===== src/rtl/game_ctrl_pkg.sv =====
// Shared definitions for the breakout game sequencer: state encodings, widths, speed helper.
package game_ctrl_pkg;

  localparam int STATE_W = 3;
  localparam int SPEED_W = 4;

  localparam logic [STATE_W-1:0] ST_IDLE  = 3'd0;
  localparam logic [STATE_W-1:0] ST_SERVE = 3'd1;
  localparam logic [STATE_W-1:0] ST_PLAY  = 3'd2;
  localparam logic [STATE_W-1:0] ST_LOST  = 3'd3;
  localparam logic [STATE_W-1:0] ST_OVER  = 3'd4;
  localparam logic [STATE_W-1:0] ST_PAUSE = 3'd5;

  function automatic logic [SPEED_W-1:0] sat_inc(input logic [SPEED_W-1:0] v,
                                                 input logic [SPEED_W-1:0] max);
    return (v >= max) ? v : v + 4'd1;
  endfunction

endpackage


===== src/rtl/game_ctrl_edge_sync.sv =====
// 2-FF synchroniser with a rising-edge pulse; lvl is the synchronised level.
module game_ctrl_edge_sync (
  input  logic clock,
  input  logic reset,
  input  logic d,
  output logic lvl,
  output logic rise
);

  logic [2:0] sr;

  always_ff @(posedge clock or negedge reset) begin
    if (!reset) sr <= '0;
    else        sr <= {sr[1:0], d};
  end

  assign lvl  = sr[1];
  assign rise = sr[1] & ~sr[2];

endmodule


===== src/rtl/game_ctrl.sv =====
// Breakout game sequencer: state machine, lives, serve timing, speed ramp.
// Define GAME_CTRL_PAUSE_EN to add the PAUSE state driven by the pause input.
module game_ctrl
  import game_ctrl_pkg::*;
#(
  parameter int LIVES         = 3,
  parameter int SERVE_FRAMES  = 60,
  parameter int HITS_PER_STEP = 4,
  parameter int SPEED_INIT    = 1,
  parameter int SPEED_MAX     = 6
) (
  input  logic               clock,
  input  logic               reset,
  input  logic               start,
  input  logic               frame_tick,
  input  logic               hit_bar,
  input  logic               ball_lost,
  input  logic               pause,
  output logic [STATE_W-1:0] state,
  output logic               ball_run,
  output logic               serve,
  output logic               score_clr,
  output logic [SPEED_W-1:0] speed,
  output logic [1:0]         lives,
  output logic               game_over
);

  localparam logic [1:0]         LIVES_V     = 2'(LIVES);
  localparam logic [7:0]         FRAMES_LAST = 8'(SERVE_FRAMES - 1);
  localparam logic [3:0]         HITS_LAST   = 4'(HITS_PER_STEP - 1);
  localparam logic [SPEED_W-1:0] SPD_INIT    = 4'(SPEED_INIT);
  localparam logic [SPEED_W-1:0] SPD_MAX     = 4'(SPEED_MAX);

  logic       start_rise, start_lvl_unused;
  logic       lost_q, lost_edge;
  logic [7:0] frame_cnt;
  logic [3:0] hit_cnt;

  game_ctrl_edge_sync u_start_sync (
    .clock (clock),
    .reset (reset),
    .d     (start),
    .lvl   (start_lvl_unused),
    .rise  (start_rise)
  );

`ifdef GAME_CTRL_PAUSE_EN
  logic pause_lvl, pause_rise_unused;

  game_ctrl_edge_sync u_pause_sync (
    .clock (clock),
    .reset (reset),
    .d     (pause),
    .lvl   (pause_lvl),
    .rise  (pause_rise_unused)
  );
`else
  logic unused_pause;
  assign unused_pause = pause;
`endif

  // A held ball_lost level must cost only one life.
  assign lost_edge = ball_lost & ~lost_q;

  always_ff @(posedge clock or negedge reset) begin
    if (!reset) begin
      state     <= ST_IDLE;
      ball_run  <= 1'b0;
      serve     <= 1'b0;
      score_clr <= 1'b0;
      speed     <= SPD_INIT;
      lives     <= LIVES_V;
      game_over <= 1'b0;
      lost_q    <= 1'b0;
      frame_cnt <= '0;
      hit_cnt   <= '0;
    end else begin
      serve     <= 1'b0;
      score_clr <= 1'b0;
      lost_q    <= ball_lost;
      if (start_rise) begin
        // A restart right after a LOST serve must not stretch the serve pulse.
        state     <= ST_SERVE;
        ball_run  <= 1'b0;
        game_over <= 1'b0;
        lives     <= LIVES_V;
        serve     <= ~serve;
        score_clr <= 1'b1;
        speed     <= SPD_INIT;
        frame_cnt <= '0;
        hit_cnt   <= '0;
      end else begin
        case (state)
          ST_SERVE: begin
            if (frame_tick) begin
              if (frame_cnt == FRAMES_LAST) begin
                state    <= ST_PLAY;
                ball_run <= 1'b1;
                speed    <= SPD_INIT;
                hit_cnt  <= '0;
              end else begin
                frame_cnt <= frame_cnt + 8'd1;
              end
            end
          end
          ST_PLAY: begin
            if (lost_edge) begin
              state    <= ST_LOST;
              ball_run <= 1'b0;
            end
`ifdef GAME_CTRL_PAUSE_EN
            else if (pause_lvl) begin
              state    <= ST_PAUSE;
              ball_run <= 1'b0;
            end
`endif
            else if (hit_bar) begin
              if (hit_cnt == HITS_LAST) begin
                hit_cnt <= '0;
                speed   <= sat_inc(speed, SPD_MAX);
              end else begin
                hit_cnt <= hit_cnt + 4'd1;
              end
            end
          end
          ST_LOST: begin
            if (lives > 2'd1) begin
              lives     <= lives - 2'd1;
              serve     <= 1'b1;
              state     <= ST_SERVE;
              speed     <= SPD_INIT;
              frame_cnt <= '0;
            end else begin
              lives     <= 2'd0;
              state     <= ST_OVER;
              game_over <= 1'b1;
            end
          end
`ifdef GAME_CTRL_PAUSE_EN
          ST_PAUSE: begin
            if (!pause_lvl) begin
              state    <= ST_PLAY;
              ball_run <= 1'b1;
            end
          end
`endif
          ST_IDLE, ST_OVER: ;
          default: begin
            state    <= ST_IDLE;
            ball_run <= 1'b0;
          end
        endcase
      end
    end
  end

endmodule

===== config.mk =====
export PLATFORM = sky130hd
export DESIGN_NAME = game_ctrl
export DESIGN_NICKNAME = d
export VERILOG_FILES = /design/src/rtl/game_ctrl_pkg.sv /design/src/rtl/game_ctrl_edge_sync.sv /design/src/rtl/game_ctrl.sv
export SDC_FILE = /design/constraint.sdc
export NUM_CORES = 1
export LEC_CHECK = 0
export ABC_AREA = 1
export ABC_CLOCK_PERIOD_IN_PS = 4100
export BUFFER_PORTS_ARGS = -buffer_cell sky130_fd_sc_hd__buf_4
export CORE_MARGIN = 3
export CORE_UTILIZATION = 61
export DETAILED_ROUTE_END_ITERATION = 6
export GPL_ROUTABILITY_DRIVEN = 0
export PLACE_DENSITY = 0.83
export SYNTH_ARGS = -nofsm -noshare
export SYNTH_HDL_FRONTEND = slang
export SYNTH_SLANG_ARGS = --single-unit

===== constraint.sdc =====
create_clock -name clock -period 4.1 [get_ports clock]
set_input_delay 1.23 -clock clock [delete_from_list [all_inputs] [get_ports clock]]
set_output_delay 1.23 -clock clock [all_outputs]
set_load 0.01 [all_outputs]

==> run summary <==
final period utilization -> 54.9%
post-synthesis cell count -> 199
clk sinks -> 29
critical path's top delay family -> flip-flops
startpoint types -> register
DR iter-0 viols -> 57
Cell Pwr Density -> 562 mW/mm^2
share of cells above drive strength 1 -> 22.4%
gr usage total -> 25.0%
DR vias/cell -> 5.72
H-Tree Depth -> 2
maxcap violations -> 0
setup_tns -> 0 ns
Synth area leaders -> dfrtp_1 41%, nand2_1 14%, nand3_1 6.9%
post-route ant nets -> 0
Vias -> 1436
synth-to-layout area growth -> 14.5%
CORE AREA -> 0.00234 sq mm
crit path time final -> 2.25 ns
CTS clk-pin slew, worst paths -> 0.10 ns
grt total ovfl -> 0
IR Drop Worst-Case VDD -> 0.488 mV
cell area after layout -> 0.00182 sq mm
initial core utilization -> 67.8%
worst-margin pin slew -> 0.375 ns
number of global-route vias before repair -> 1427
LEAKAGE -> 0.925 nW
yosys warns -> 0
status -> complete, but fails checks
DP HPWL -> 2490 um
CTS Hold Bufs -> 0
first-pass GRT wire length -> 6300 um
CP cell instances -> buf_4
Slowest-stage cell, CP -> dfstp_2
top cell type's share of synthesized area -> 41.0%
flop and latch count out of synthesis -> 29
post-CTS setup buffers -> 0
drc violations -> 1
endpoint class of the critical path -> primary output
CTS tree -> built
# resized after CTS -> 0
Synth area leader -> dfrtp_1
CTS max path bufs -> 2
maximum number of pins on one net before global-route repair -> 30
port buffer count -> 18
clock latency reported for the late side of the worst-skew pair -> 0.31 ns
antenna violations before repair -> 0
Post-Syn Nets -> 210
CP Class -> register to primary output
Critical Path Fanout Max -> 5
synthesized area per cell -> 7.97 sq um
diode count -> 0
Die Height -> 57.0 um
Final Hold Fails -> 0
Die Width -> 57.0 um
CTS Buf Count -> 5
Hold Crit Class -> register to register
setup violators final -> 0
Fin Clk Skew -> 0.00755 ns
number of distinct library cells after synthesis -> 27
relative slew slack -> 75.0%
die area -> 0.00325 sq mm
# rows -> 17
dpl cell area -> 0.00175 sq mm
CTS root buffer -> clkbuf_4
CP Data Arrival Time -> 1.02 ns
CP Buf/Inv Count -> 1
sequential area share after synthesis -> 46.0%
RSZ-0062 raised after global routing -> false
Worst path max stage delay -> 0.58 ns
Final Max Slew Viols -> 0
I/O pin count -> 20
WP data required -> 2.87 ns
# nets final -> 233
Max Clk Rate -> 444 MHz
Hold WS -> 0.358 ns
DRT Pass-1 Iters -> 6
Synth Cell Area -> 0.00159 sq mm
WL per Instance -> 14.4 um
final WL -> 3610 um
violated checks -> DRC
metrics by stage:
stage	power (mW)	util, %	worst slack, ns	instances
global route	1.09	77.6	1.80	251
finish	1.02	77.6	1.85	251
detailed placement	0.819	74.6	1.91	243
global placement	0.800	74.6	1.95	243
CTS	1.02	77.6	1.84	251
floorplan	0.694	-	2.16	199
final timing paths:
kind | start | end | slack, ns | cells past startpoint
hold / removal | u_start_sync.sr[0] | u_start_sync.sr[1] | 0.36 | 0
setup reg to reg | u_start_sync.sr[2] | frame_cnt[4] | 2.39 | 8
hold reg to reg | u_start_sync.sr[0] | u_start_sync.sr[1] | 0.36 | 0
min in group asynchronous | reset | frame_cnt[6] | 0.83 | 1
max in group asynchronous | reset | lives[0] | 2.96 | 1
setup / recovery | speed[0] | speed[0] | 1.85 | 1
layer usage:
| layer | global-route usage, % | vias up | share of wire [%] |
|---|---|---|---|
| met3 | 5.43 | 4 | 5.8 |
| met2 | 42.3 | 60 | 50 |
| met5 | 0 | - | 0 |
| met1 | 30.6 | 679 | 42 |
| li1 | - | 693 | - |
| met4 | 10.9 | 0 | 1.2 |
placed cells by master, fill, tap and decap left out, drive strengths merged, types with 3 or more instances in the layout:
| cell type | n |
|---|---|
| nor2 | 26 |
| a21oi | 5 |
| clkbuf | 7 |
| nor3 | 3 |
| buf | 18 |
| o21ai | 11 |
| dfstp | 3 |
| ha | 4 |
| nand3 | 25 |
| nand2 | 67 |
| inv | 17 |
| dfrtp | 26 |
cell families (layout without fill, tap and decap cells):
logic type,after synthesis,after routing,synth area share [%]
AO/OA/AOI/OAI,18,18,6.87
flip-flops,29,29,46.0
adder cells (fa/ha/maj),4,4,3.16
buffers and inverters,19,43,4.81
AND/OR/NAND/NOR,125,125,36.9
XOR/XNOR,4,4,2.21
cells in the mapped netlist:
master,number
o21ai_1,4
nand3_1,22
buf_2,2
xor2_1,2
o22ai_1,1
dfstp_2,3
nor3_1,3
a21oi_1,3
nor2_4,2
nor3b_1,2
nand4_1,2
inv_1,13
ha_1,4
a21oi_4,1
o21ai_0,7
a21oi_2,1
a21boi_0,1
inv_2,3
dfrtp_1,26
nand2_1,61
nor2_8,1
xnor2_1,2
nor2_2,3
inv_4,1
nor2_1,20
nand3_2,3
nand2_2,6
report_power, final:
group          internal, mW  total [mW]  switching [mW]
Clock                0.0993       0.196          0.0967
Sequential            0.349       0.416          0.0677
Combinational         0.151       0.408           0.257
Total                 0.599        1.02           0.421
layout make-up:
class,instances,area [sq um]
multi-input combinational,151,779
sequential,29,729
fill,164,524
timing repair buffer,18,135
inverter,17,66.3
clock buffer,7,65.1
tap,28,35.0
clock inverter,1,5.00
sequential cells by signal, indices dropped and copies added (netlist names):
register	count
frame_cnt	8
ball_run	1
game_over	1
hit_cnt	4
lost_q	1
state	3
u_start_sync.sr	3
score_clr	1
speed	4
lives	2
serve	1
Power figures use the tool's default switching activity.
